$ cat config.mk
export PLATFORM = sky130hd
export DESIGN_NAME = tblock_dispatcher
export DESIGN_NICKNAME = d
export VERILOG_FILES = /design/src/rtl/tblock_dispatcher_pkg.sv /design/src/rtl/tblock_dispatcher_lzc.sv /design/src/rtl/tblock_dispatcher.sv
export SDC_FILE = /design/constraint.sdc
export NUM_CORES = 1
export LEC_CHECK = 0
export CAP_MARGIN = 20
export CORE_UTILIZATION = 35
export DETAILED_ROUTE_END_ITERATION = 16
export GPL_ROUTABILITY_DRIVEN = 0
export GPL_TIMING_DRIVEN = 0
export PLACE_DENSITY = 0.64
export SYNTH_ARGS = -nofsm -noshare
export SYNTH_HDL_FRONTEND = slang
export SYNTH_SLANG_ARGS = --single-unit
$ cat constraint.sdc
create_clock -name clk_i -period 7.75 [get_ports clk_i]
set_input_delay 1.9375 -clock clk_i [delete_from_list [all_inputs] [get_ports clk_i]]
set_output_delay 1.9375 -clock clk_i [all_outputs]
set_load 0.01 [all_outputs]
$ cat src/rtl/tblock_dispatcher_pkg.sv
// Shared compute-unit definitions used by the thread-block dispatcher.
package tblock_dispatcher_pkg;

  typedef enum logic [1:0] {
    IDLE     = 2'd0,
    DISPATCH = 2'd1,
    DRAIN    = 2'd2,
    DONE     = 2'd3
  } tbd_state_e;

endpackage

$ cat src/rtl/tblock_dispatcher_lzc.sv
// Zero counter: Mode=0 counts trailing zeros (index of lowest set bit),
// Mode=1 counts leading zeros. empty_o flags an all-zero input.
module tblock_dispatcher_lzc #(
  parameter int unsigned Width = 16,
  parameter bit          Mode  = 1'b0
) (
  input  logic [Width-1:0]         in_i,
  output logic [$clog2(Width)-1:0] cnt_o,
  output logic                     empty_o
);

  localparam int unsigned CntWidth = $clog2(Width);

  // Later loop iterations win, so the scan order picks the bit nearest the counted end.
  always_comb begin
    int pos;
    pos     = 0;
    cnt_o   = '0;
    empty_o = ~|in_i;
    for (int i = 0; i < int'(Width); i++) begin
      pos = Mode ? i : int'(Width) - 1 - i;
      if (in_i[pos]) begin
        cnt_o = Mode ? CntWidth'(int'(Width) - 1 - pos) : CntWidth'(pos);
      end
    end
  end

endmodule

$ cat src/rtl/tblock_dispatcher.sv
// Kernel launcher: hands out thread blocks to the compute unit under a pool of
// in-flight ids, then reports kernel completion once every block has retired.
module tblock_dispatcher #(
  parameter int unsigned PcWidth       = 32,
  parameter int unsigned AddressWidth  = 32,
  parameter int unsigned TblockIdxBits = 4,
  parameter int unsigned TblockIdBits  = 4
) (
  input  logic                      clk_i,
  input  logic                      rst_i,
  input  logic                      start_valid_i,
  output logic                      start_ready_o,
  input  logic [PcWidth-1:0]        start_pc_i,
  input  logic [AddressWidth-1:0]   start_dp_addr_i,
  input  logic [TblockIdxBits:0]    start_num_blocks_i,
  output logic                      done_valid_o,
  input  logic                      done_ready_i,
  input  logic                      warp_free_i,
  output logic                      allocate_warp_o,
  output logic [PcWidth-1:0]        allocate_pc_o,
  output logic [AddressWidth-1:0]   allocate_dp_addr_o,
  output logic [TblockIdxBits-1:0]  allocate_tblock_idx_o,
  output logic [TblockIdBits-1:0]   allocate_tblock_id_o,
  input  logic                      tblock_done_i,
  input  logic [TblockIdBits-1:0]   tblock_done_id_i,
  output logic                      tblock_done_ready_o
);

  import tblock_dispatcher_pkg::*;

  localparam int unsigned NumIds = 2 ** TblockIdBits;
  localparam int unsigned CntW   = TblockIdBits + 1;
  localparam int unsigned DispW  = TblockIdxBits + 1;

  tbd_state_e              state_q, state_d;
  logic [NumIds-1:0]       free_q, free_d;
  logic [DispW-1:0]        dispatched_q, dispatched_d;
  logic [DispW-1:0]        num_blocks_q, num_blocks_d;
  logic [CntW-1:0]         outstanding_q, outstanding_d;
  logic [PcWidth-1:0]      pc_q, pc_d;
  logic [AddressWidth-1:0] dp_addr_q, dp_addr_d;

  logic [TblockIdBits-1:0] first_free_id;
  logic                    no_free_id;
  logic                    start_fire;
  logic                    alloc_fire;
  logic                    done_fire;
  logic                    done_legal;

  tblock_dispatcher_lzc #(
    .Width (NumIds),
    .Mode  (1'b0)
  ) u_free_lzc (
    .in_i    (free_q),
    .cnt_o   (first_free_id),
    .empty_o (no_free_id)
  );

  assign start_fire = start_valid_i && start_ready_o;
  assign alloc_fire = allocate_warp_o && warp_free_i;
  assign done_fire  = tblock_done_i && tblock_done_ready_o;
  // A completion for an id that is already free is dropped rather than corrupting the count.
  assign done_legal = done_fire && !free_q[tblock_done_id_i];

  always_ff @(posedge clk_i) begin
    if (rst_i) begin
      state_q       <= IDLE;
      free_q        <= '1;
      dispatched_q  <= '0;
      num_blocks_q  <= '0;
      outstanding_q <= '0;
      pc_q          <= '0;
      dp_addr_q     <= '0;
    end else begin
      state_q       <= state_d;
      free_q        <= free_d;
      dispatched_q  <= dispatched_d;
      num_blocks_q  <= num_blocks_d;
      outstanding_q <= outstanding_d;
      pc_q          <= pc_d;
      dp_addr_q     <= dp_addr_d;
    end
  end

  always_comb begin
    free_d        = free_q;
    dispatched_d  = dispatched_q;
    num_blocks_d  = num_blocks_q;
    outstanding_d = outstanding_q;
    pc_d          = pc_q;
    dp_addr_d     = dp_addr_q;
    if (start_fire) begin
      pc_d         = start_pc_i;
      dp_addr_d    = start_dp_addr_i;
      num_blocks_d = start_num_blocks_i;
      dispatched_d = '0;
    end
    if (alloc_fire) begin
      free_d[first_free_id] = 1'b0;
      dispatched_d          = dispatched_q + DispW'(1);
    end
    if (done_legal) begin
      free_d[tblock_done_id_i] = 1'b1;
    end
    case ({alloc_fire, done_legal})
      2'b10:   outstanding_d = outstanding_q + CntW'(1);
      2'b01:   outstanding_d = outstanding_q - CntW'(1);
      default: outstanding_d = outstanding_q;
    endcase
  end

  always_comb begin
    state_d = state_q;
    case (state_q)
      IDLE:     if (start_valid_i) state_d = (start_num_blocks_i == '0) ? DONE : DISPATCH;
      DISPATCH: if (alloc_fire && (dispatched_d == num_blocks_q)) state_d = DRAIN;
      DRAIN:    if (outstanding_d == '0) state_d = DONE;
      DONE:     if (done_ready_i) state_d = IDLE;
      default:  state_d = IDLE;
    endcase
  end

  always_comb begin
    start_ready_o         = (state_q == IDLE);
    done_valid_o          = (state_q == DONE);
    allocate_warp_o       = (state_q == DISPATCH) && (dispatched_q < num_blocks_q) && !no_free_id;
    tblock_done_ready_o   = (state_q == DISPATCH) || (state_q == DRAIN);
    allocate_pc_o         = pc_q;
    allocate_dp_addr_o    = dp_addr_q;
    allocate_tblock_idx_o = dispatched_q[TblockIdxBits-1:0];
    allocate_tblock_id_o  = first_free_id;
  end

  a_done_id_busy : assert property (@(posedge clk_i) disable iff (rst_i)
    done_fire |-> !free_q[tblock_done_id_i]);

endmodule

Yosys cells after proc, flatten, opt, wreduce, memory -nomap -nowiden:

Cells that the tools add are included.

* $add $sub $neg: 3
* order comparisons: 5
* eq/ne operators: 10
* muxes and demuxes: 33
* bitwise operators: 3
* reduce and logical (&&, ||, !) cells: 16

Operator list (count)
* $mux 4: 16
* $mux 16: 2
* $and 16x16->16: 1
* $not 16->16: 1
* $or 16x16->16: 1
* $reduce_or 16->1: 1
* $add 5x1->5 const B: 2
* $logic_not 5->1: 2
* $lt 4x5->1 const B: 2
* $mux 2: 5
* $mux 5: 2
* $pmux 5 s2: 1
* $logic_and 1x1->1: 9
* $demux 1 s4: 2
* $ge 4x1->1 const B: 2
* $pmux 2 s4: 1
* $eq 2x2->1 const B: 3
* $ne 2x2->1 const B: 3
* $eq 5x5->1: 1
* $lt 5x5->1: 1
* $sub 5x1->5 const B: 1
* $bmux 1 s4: 1
* $eq 2x1->1 const B: 2
* $reduce_and 4->1: 1
* 5 further kinds: 7

* register bits after elaboration: 97
* output and inout port bits: 76
* word-level logic and storage cells: 77

Logic depth before layout (Yosys ltp):

Gate-level depths: netlist of run 1.

* word-level depth: 25
* gate-level depth with buffers: 16
* gate-level depth less buffers: 15

By module:

Synthesis of run 1 repeated with hierarchy kept, for this count alone.

* cell total of the unflattened synthesis: 542
* area total of the unflattened synthesis: 4371.7 um^2

By module, submodules not included
* tblock_dispatcher: instances 1, cells an instance 509, area an instance 4186.5 um^2, seq. area each 1941.9 um^2
* tblock_dispatcher_lzc: instances 1, cells an instance 33, area an instance 185.2 um^2, seq. area each 0.0 um^2

Least setup slack after synthesis of run 1:

No wires, ideal clock.

* path kind: input to register
* start: input tblock_done_id_i[1]
* end: register state_q[1]
* library setup time: 58 ps
* arrival time: 5348 ps
* data required time: 7692 ps
* path slack: 2343 ps
* stages: 12
* path buffers: 1
* path through: buf_4 > mux4_1 > mux4_2 > nor2_1 > ha_1 > ha_1 > or4b_1 > o311a_1 > a211oi_1 > o2111ai_1 > a221oi_1 > o211a_1

* longest elaborated chain between the ends: 9
* elaborated cells between the ends (all ways): 10

Ends and longest elaborated chain
* start, declared: RTL line tblock_dispatcher.sv:25 `input logic [TblockIdBits-1:0] tblock_done_id_i,`
* $bmux 1 s4 (*): RTL line tblock_dispatcher.sv:63 `assign done_legal = done_fire && !free_q[tblock_done_id_i];`
* $mux 1 (implied by the code) (*): RTL line tblock_dispatcher.sv:63
* $logic_not 1->1 (*): RTL line tblock_dispatcher.sv:63
* $logic_and 1x1->1 (*): RTL line tblock_dispatcher.sv:63
* $eq 2x1->1 or $eq 2x2->1 (tied branches): RTL line tblock_dispatcher.sv:105 `case ({alloc_fire, done_legal})`
* $pmux 5 s2 (*): RTL line tblock_dispatcher.sv:105
* $logic_not 5->1 (*): RTL line tblock_dispatcher.sv:117 `DRAIN: if (outstanding_d == '0) state_d = DONE;`
* $ne 2x2->1 (no line) (*)
* $reduce_and 4->1 (no line) (*)
* end signal, assigned: RTL line tblock_dispatcher.sv:75 `state_q <= state_d;`
* end, declared: RTL line tblock_dispatcher.sv:35 `tbd_state_e state_q, state_d;`

Mark *: on every way between the ends. The rest lies on a longest branch, timed or not. The select of a mux whose other input is x is not followed.
A chain may end at the register's enable or synchronous reset.

Final worst setup path of run 1:

Same ends and word-level chain as after synthesis.

==> qor.yml, run 1 <==
crit_chain: "buf_4, mux4_1, mux4_2, nor2_1, ha_1, ha_1, or4b_1, o311a_1, a211oi_1, o2111ai_1, a221oi_1, o211a_1"
root_buffer: "clkbuf_16"
nets: 794
cpPeakStageDelay_ps: 610
cts_resized: 0
fillers: 1169
status: "completed"
pwr-share-seq_pct: 37.4
drv_slew: 0
p_clk_share_pct: 32.1
cp_top_family: "compound AO/OA/AOI/OAI gates"
drc_errors: 0
drtIter0Drc: 197
fin_crit_sh_pct: 71.1
antenna_found_initial: 0
avgSynthCellArea_um2: 8.32
end_kind: "flop"
grt_usage_pct: 20.1
portBuffers: 151
maxClockFrequency_ghz: 0.181
finalSetupViolCount: 0
cp_slowest_cell: "mux4_1"
tns_ps: 0
ir_drop_v: 0.000130
grt_pass1_wl_um: 20600
synthCells: 539
overflow: 0
rsz0062_at_grt: "no"
arrival_ps: 5800
clk_pin_slew_worst_paths_ps: 70
synth_seq_cells: 97
netlist_top_cells_area: "dfxtp_1 43%, nand2_1 12%, a21oi_1 9.1%, ha_1 3.6%, a221o_1 2.5%"
synth.top_cell.area_share_pct: 43.3
clock_path_buffers: 2
dieArea_um2: 13300
switchingPower_mw: 0.492
maxCapViolCount: 0
whs_ps: 454
cp-start-kind: "input port"
setup_ws_ps: 2240
tightest_slew_ps: 844
synth_flop_cell: "dfxtp_1"
min-delay-path-class: "reg2reg"
area_growth_pct: 46.3
min_period_ps: 5510
synth_area_leader_cell: "dfxtp_1"
ys_async_sr_fraction_pct: 0
switching_share_pct: 30.1
cts.sinks: 97
start_util_pct: 36.6
n_antenna_cell: 0
instances_no_fill: 874
worstPathMaxFanout: 10
crit_buf_inv: 1
finalHoldViolCount: 0
pwr_density_cell_nw_per_um2: 249
final_antenna_net_count: 0
p_leak_nw: 2.43
yosys.cell_types.count: 62
cpMostUsedCell: "ha_1"
placed_cells: 858
clk_latency_ps: 340
critPathKind: "in2reg"
cts_tree: "yes"
die_w_um: 115
grt_pass1_vias: 4190
fp.dieH_um: 115
rows: 40
ios: 155
first_pass_iters: 4
skew_ps: 5.52
routed_wl_um: 13200
syn_nets: 632
coreArea_um2: 12300
drive_above_1_share_pct: 5.95
pwr-share-comb_pct: 30.5
synth_edf_count: 0
hpwl_um: 9850
dr_total_vias: 4362
htreeDepth: 3
seq_area_frac_synth_pct: 43.3
grt_max_degree: 16
final_common_cell: "clkdlybuf4s50_1"
cp.required_ps: 8040
cts_setup_buffers: 0
p_int_mw: 1.14
dpl_worst_slack_ps: 1890
slew_headroom_pct: 43.2
syn_area_um2: 4490
hold_buffers: 0
cts_buffers: 9
final_cell_mix: "151 x clkdlybuf4s50_1, 147 x nand2_1, 97 x dfxtp_1"
avgViaCountPerCell: 4.99
yosysWarningCount: 0
wl_per_cell_um: 15.1
## power groups by stage
stage / combinational, mW / clock [mW] / sequential, mW
finish: 0.499 / 0.525 / 0.612
detailed placement: 0.502 / 0 / 0.622
floorplan: 0.225 / 0 / 0.645
CTS: 0.505 / 0.537 / 0.612
global placement: 0.493 / 0 / 0.620
global route: 0.546 / 0.554 / 0.621
## synth_stat cells (all sizes together), types with 5 or more instances
cell type and instances:
buf 15, o21ai 6, nand3 15, ha 13
a21oi 82, mux4 5, nor4 6, xor2 5
nor3 5, a221o 12, nand2 147, inv 16
or3 5, or4 5, nand2b 6, dfxtp 97
nor2 18, a221oi 6, clkbuf 21
## per-layer routing
layer,GRT usage [%],vias to the layer above,share of wire (%)
li1,-,2202,-
met1,24.3,1994,43
met2,31.6,149,46
met3,7.91,17,9.7
met4,8.83,0,1.8
met5,0,-,0
## layout make-up
type | instances | area [um^2] | area share, %
Clock buffer | 12 | 256 | 3.91
Clock inverter | 4 | 98.8 | 1.51
Multi-Input combinational cell | 390 | 2300 | 35.0
Timing Repair Buffer | 151 | 1510 | 23.0
Inverter | 16 | 60.1 | 0.915
Tap cell | 168 | 210 | 3.20
Sequential cell | 97 | 1940 | 29.6
Buffer | 36 | 186 | 2.84
## worst min-delay path, cell delays in order (launching register included)
cell	delay, ps
dfxtp_1	310
nand2_1	50
a21oi_1	50
## registers in the layout, summed over array words and instances, names as in the netlist
signal / flops
state_q: 2
allocate_dp_addr_o: 32
free_q: 16
num_blocks_q: 5
allocate_pc_o: 32
dispatched_q: 5
outstanding_q: 5
## path summary, 6_finish.rpt
check                           endpoint  slack [ps]  cells past startpoint                   start
setup / recovery              state_q[1]        2240                     12     tblock_done_id_i[1]
hold / removal    allocate_dp_addr_o[15]         450                      2  allocate_dp_addr_o[15]
setup reg to reg              state_q[1]        3340                     14               free_q[9]
hold reg to reg   allocate_dp_addr_o[15]         450                      2  allocate_dp_addr_o[15]
## cells by family (layout without fill, tap and decap cells)
logic type | Yosys count | after routing | synth area share (%)
AO/OA/AOI/OAI | 134 | 134 | 18.9
multiplexers | 9 | 9 | 3.60
flip-flops | 97 | 97 | 43.3
XOR/XNOR | 9 | 9 | 1.76
adder cells (fa/ha/maj) | 14 | 14 | 4.07
buffers and inverters | 52 | 219 | 5.49
AND/OR/NAND/NOR | 224 | 224 | 22.9
## stage by stage
| step | util, % | power [mW] | instance area (um^2) |
|---|---|---|---|
| after floorplan | - | 0.869 | 4490 |
| after global placement | 50.6 | 1.11 | 6210 |
| after detailed placement | 50.6 | 1.12 | 6210 |
| after CTS | 53.5 | 1.65 | 6560 |
| after global routing | 53.5 | 1.72 | 6560 |
| final | 53.5 | 1.64 | 6560 |
Note: power is estimated with default switching activity, not from simulation.
==> run 2: changes to the inputs <==
--- a/config.mk
+++ b/config.mk
@@ -10,7 +10,7 @@
 export DETAILED_ROUTE_END_ITERATION = 16
 export GPL_ROUTABILITY_DRIVEN = 0
 export GPL_TIMING_DRIVEN = 0
-export PLACE_DENSITY = 0.64
+export PLACE_DENSITY = 0.67
 export SYNTH_ARGS = -nofsm -noshare
 export SYNTH_HDL_FRONTEND = slang
 export SYNTH_SLANG_ARGS = --single-unit
==> constraint.sdc (replaced) <==
create_clock -name clk_i -period 4.77 [get_ports clk_i]
set_input_delay 1.1925 -clock clk_i [delete_from_list [all_inputs] [get_ports clk_i]]
set_output_delay 1.1925 -clock clk_i [all_outputs]
set_load 0.01 [all_outputs]
==> run 2 against run 1 <==
Net effect: power up 52%; clock power up 31%; cell area down 0.92%; largest cell class unchanged.
==> qor.yml, run 2 (synthesized netlist as in run 1, its figures left out) <==
antenna_found_initial: 0
placed_cells: 858
fin_area_um2: 6500
clk_pin_slew_worst_paths_ps: 70
maxCapViolCount: 0
slew_headroom_pct: 45.2
worstPathMaxFanout: 10
ir_drop_v: 0.000204
htreeDepth: 3
cp_top_family: "compound AO/OA/AOI/OAI gates"
cpPeakStageDelay_ps: 590
die_w_um: 115
crit_chain: "buf_4, mux4_1, mux4_2, nor2_1, ha_2, ha_1, or4b_1, o311a_1, a211oi_2, o2111ai_1, a211o_1, o211a_1"
overflow: 0
tightest_slew_ps: 814
area_growth_pct: 45.0
drtIter0Drc: 223
p_total_mw: 2.49
critPathKind: "in2reg"
final_antenna_net_count: 0
nets: 794
wl_per_cell_um: 14.4
maxClockFrequency_ghz: 0.220
grt_pass1_vias: 4143
multi_input_area_um2: 2310
crit_buf_inv: 1
p_leak_nw: 2.39
cts.sinks: 97
dieArea_um2: 13300
drv_slew: 0
instances_no_fill: 874
start_util_pct: 36.6
fillers: 1151
drc_errors: 0
status: "completed"
skew_ps: 5.71
first_pass_iters: 4
min-delay-path-class: "reg2reg"
n_antenna_cell: 0
grt_usage_pct: 19.4
routed_wl_um: 12600
rsz0062_at_grt: "no"
ios: 155
min_period_ps: 4550
seq_area_um2: 1940
coreArea_um2: 12300
cp.required_ps: 5010
cp-start-kind: "input port"
placed_area_um2: 6210
end_kind: "flop"
fp.dieH_um: 115
drive_above_1_share_pct: 6.52
clock_path_buffers: 2
root_buffer: "clkbuf_16"
finalHoldViolCount: 0
avgViaCountPerCell: 5.02
arrival_ps: 4790
fin_util_pct: 53.0
final_cell_mix: "151 x clkdlybuf4s50_1, 147 x nand2_1, 97 x dfxtp_1"
cts_setup_buffers: 0
cts_tree: "yes"
cp_slowest_cell: "mux4_1"
dr_total_vias: 4388
rows: 40
portBuffers: 151
final_common_cell: "clkdlybuf4s50_1"
grt_max_degree: 17
grt_pass1_wl_um: 19900
cts_buffers: 9
fin_crit_sh_pct: 95.4
pwr_density_cell_nw_per_um2: 383
clk_latency_ps: 350
finalSetupViolCount: 0
hpwl_um: 9430
-- run 2: timing repair --
item                                    4_1_cts  5_1_grt
endpoints found under the setup margin        1        2
resized for setup                             1        2
hold buffers                                  0        0
-- run 2: final timing paths --
check / from / to / slack (ps) / depth (start not counted)
worst max-delay path: tblock_done_id_i[1] / state_q[1] / 220 / 12
worst min-delay path: allocate_pc_o[8] / allocate_pc_o[8] / 450 / 2
worst max register to register: free_q[9] / state_q[1] / 560 / 14
worst min register to register: allocate_pc_o[8] / allocate_pc_o[8] / 450 / 2
-- run 2: area by class of cell --
type,instances,share of cell area (%)
well taps,168,3.23
repair buffers,151,23.2
clock inverters,6,0.654
multi-input cells,390,35.6
flip-flops and latches,97,29.9
clock buffers,10,3.67
plain buffers,36,2.87
inverters,16,0.923
-- run 2: worst min-delay path, delay by kind of cell, from the launching register on --
kind / cells / cell delay, ps
simple gates: 1 / 50
flops: 1 / 310
compound gates: 1 / 50
-- run 2: routing by layer --
layer / track usage (%) / wire length [um]
met2: 30.6 / 5790
met5: 0 / 0
met1: 23.9 / 5470
met3: 6.59 / 1110
met4: 8.74 / 252
-- run 2: per-stage QoR --
| step | setup TNS, ps | hold slack (ps) | worst slack (ps) |
|---|---|---|---|
| after CTS | 0 | 456 | 92.1 |
| after detailed placement | -644 | 448 | -338 |
| final | 0 | 453 | 221 |
| after floorplan | 0 | 461 | 108 |
| after global routing | 0 | 471 | 42.7 |
| after global placement | -499 | 441 | -263 |
-- run 2: power by group --
part | total, mW | internal [mW] | leakage (nW) | switching, mW
registers | 0.992 | 0.924 | 0.792 | 0.0685
clock network | 0.690 | 0.369 | 0.135 | 0.322
logic | 0.807 | 0.395 | 1.46 | 0.413
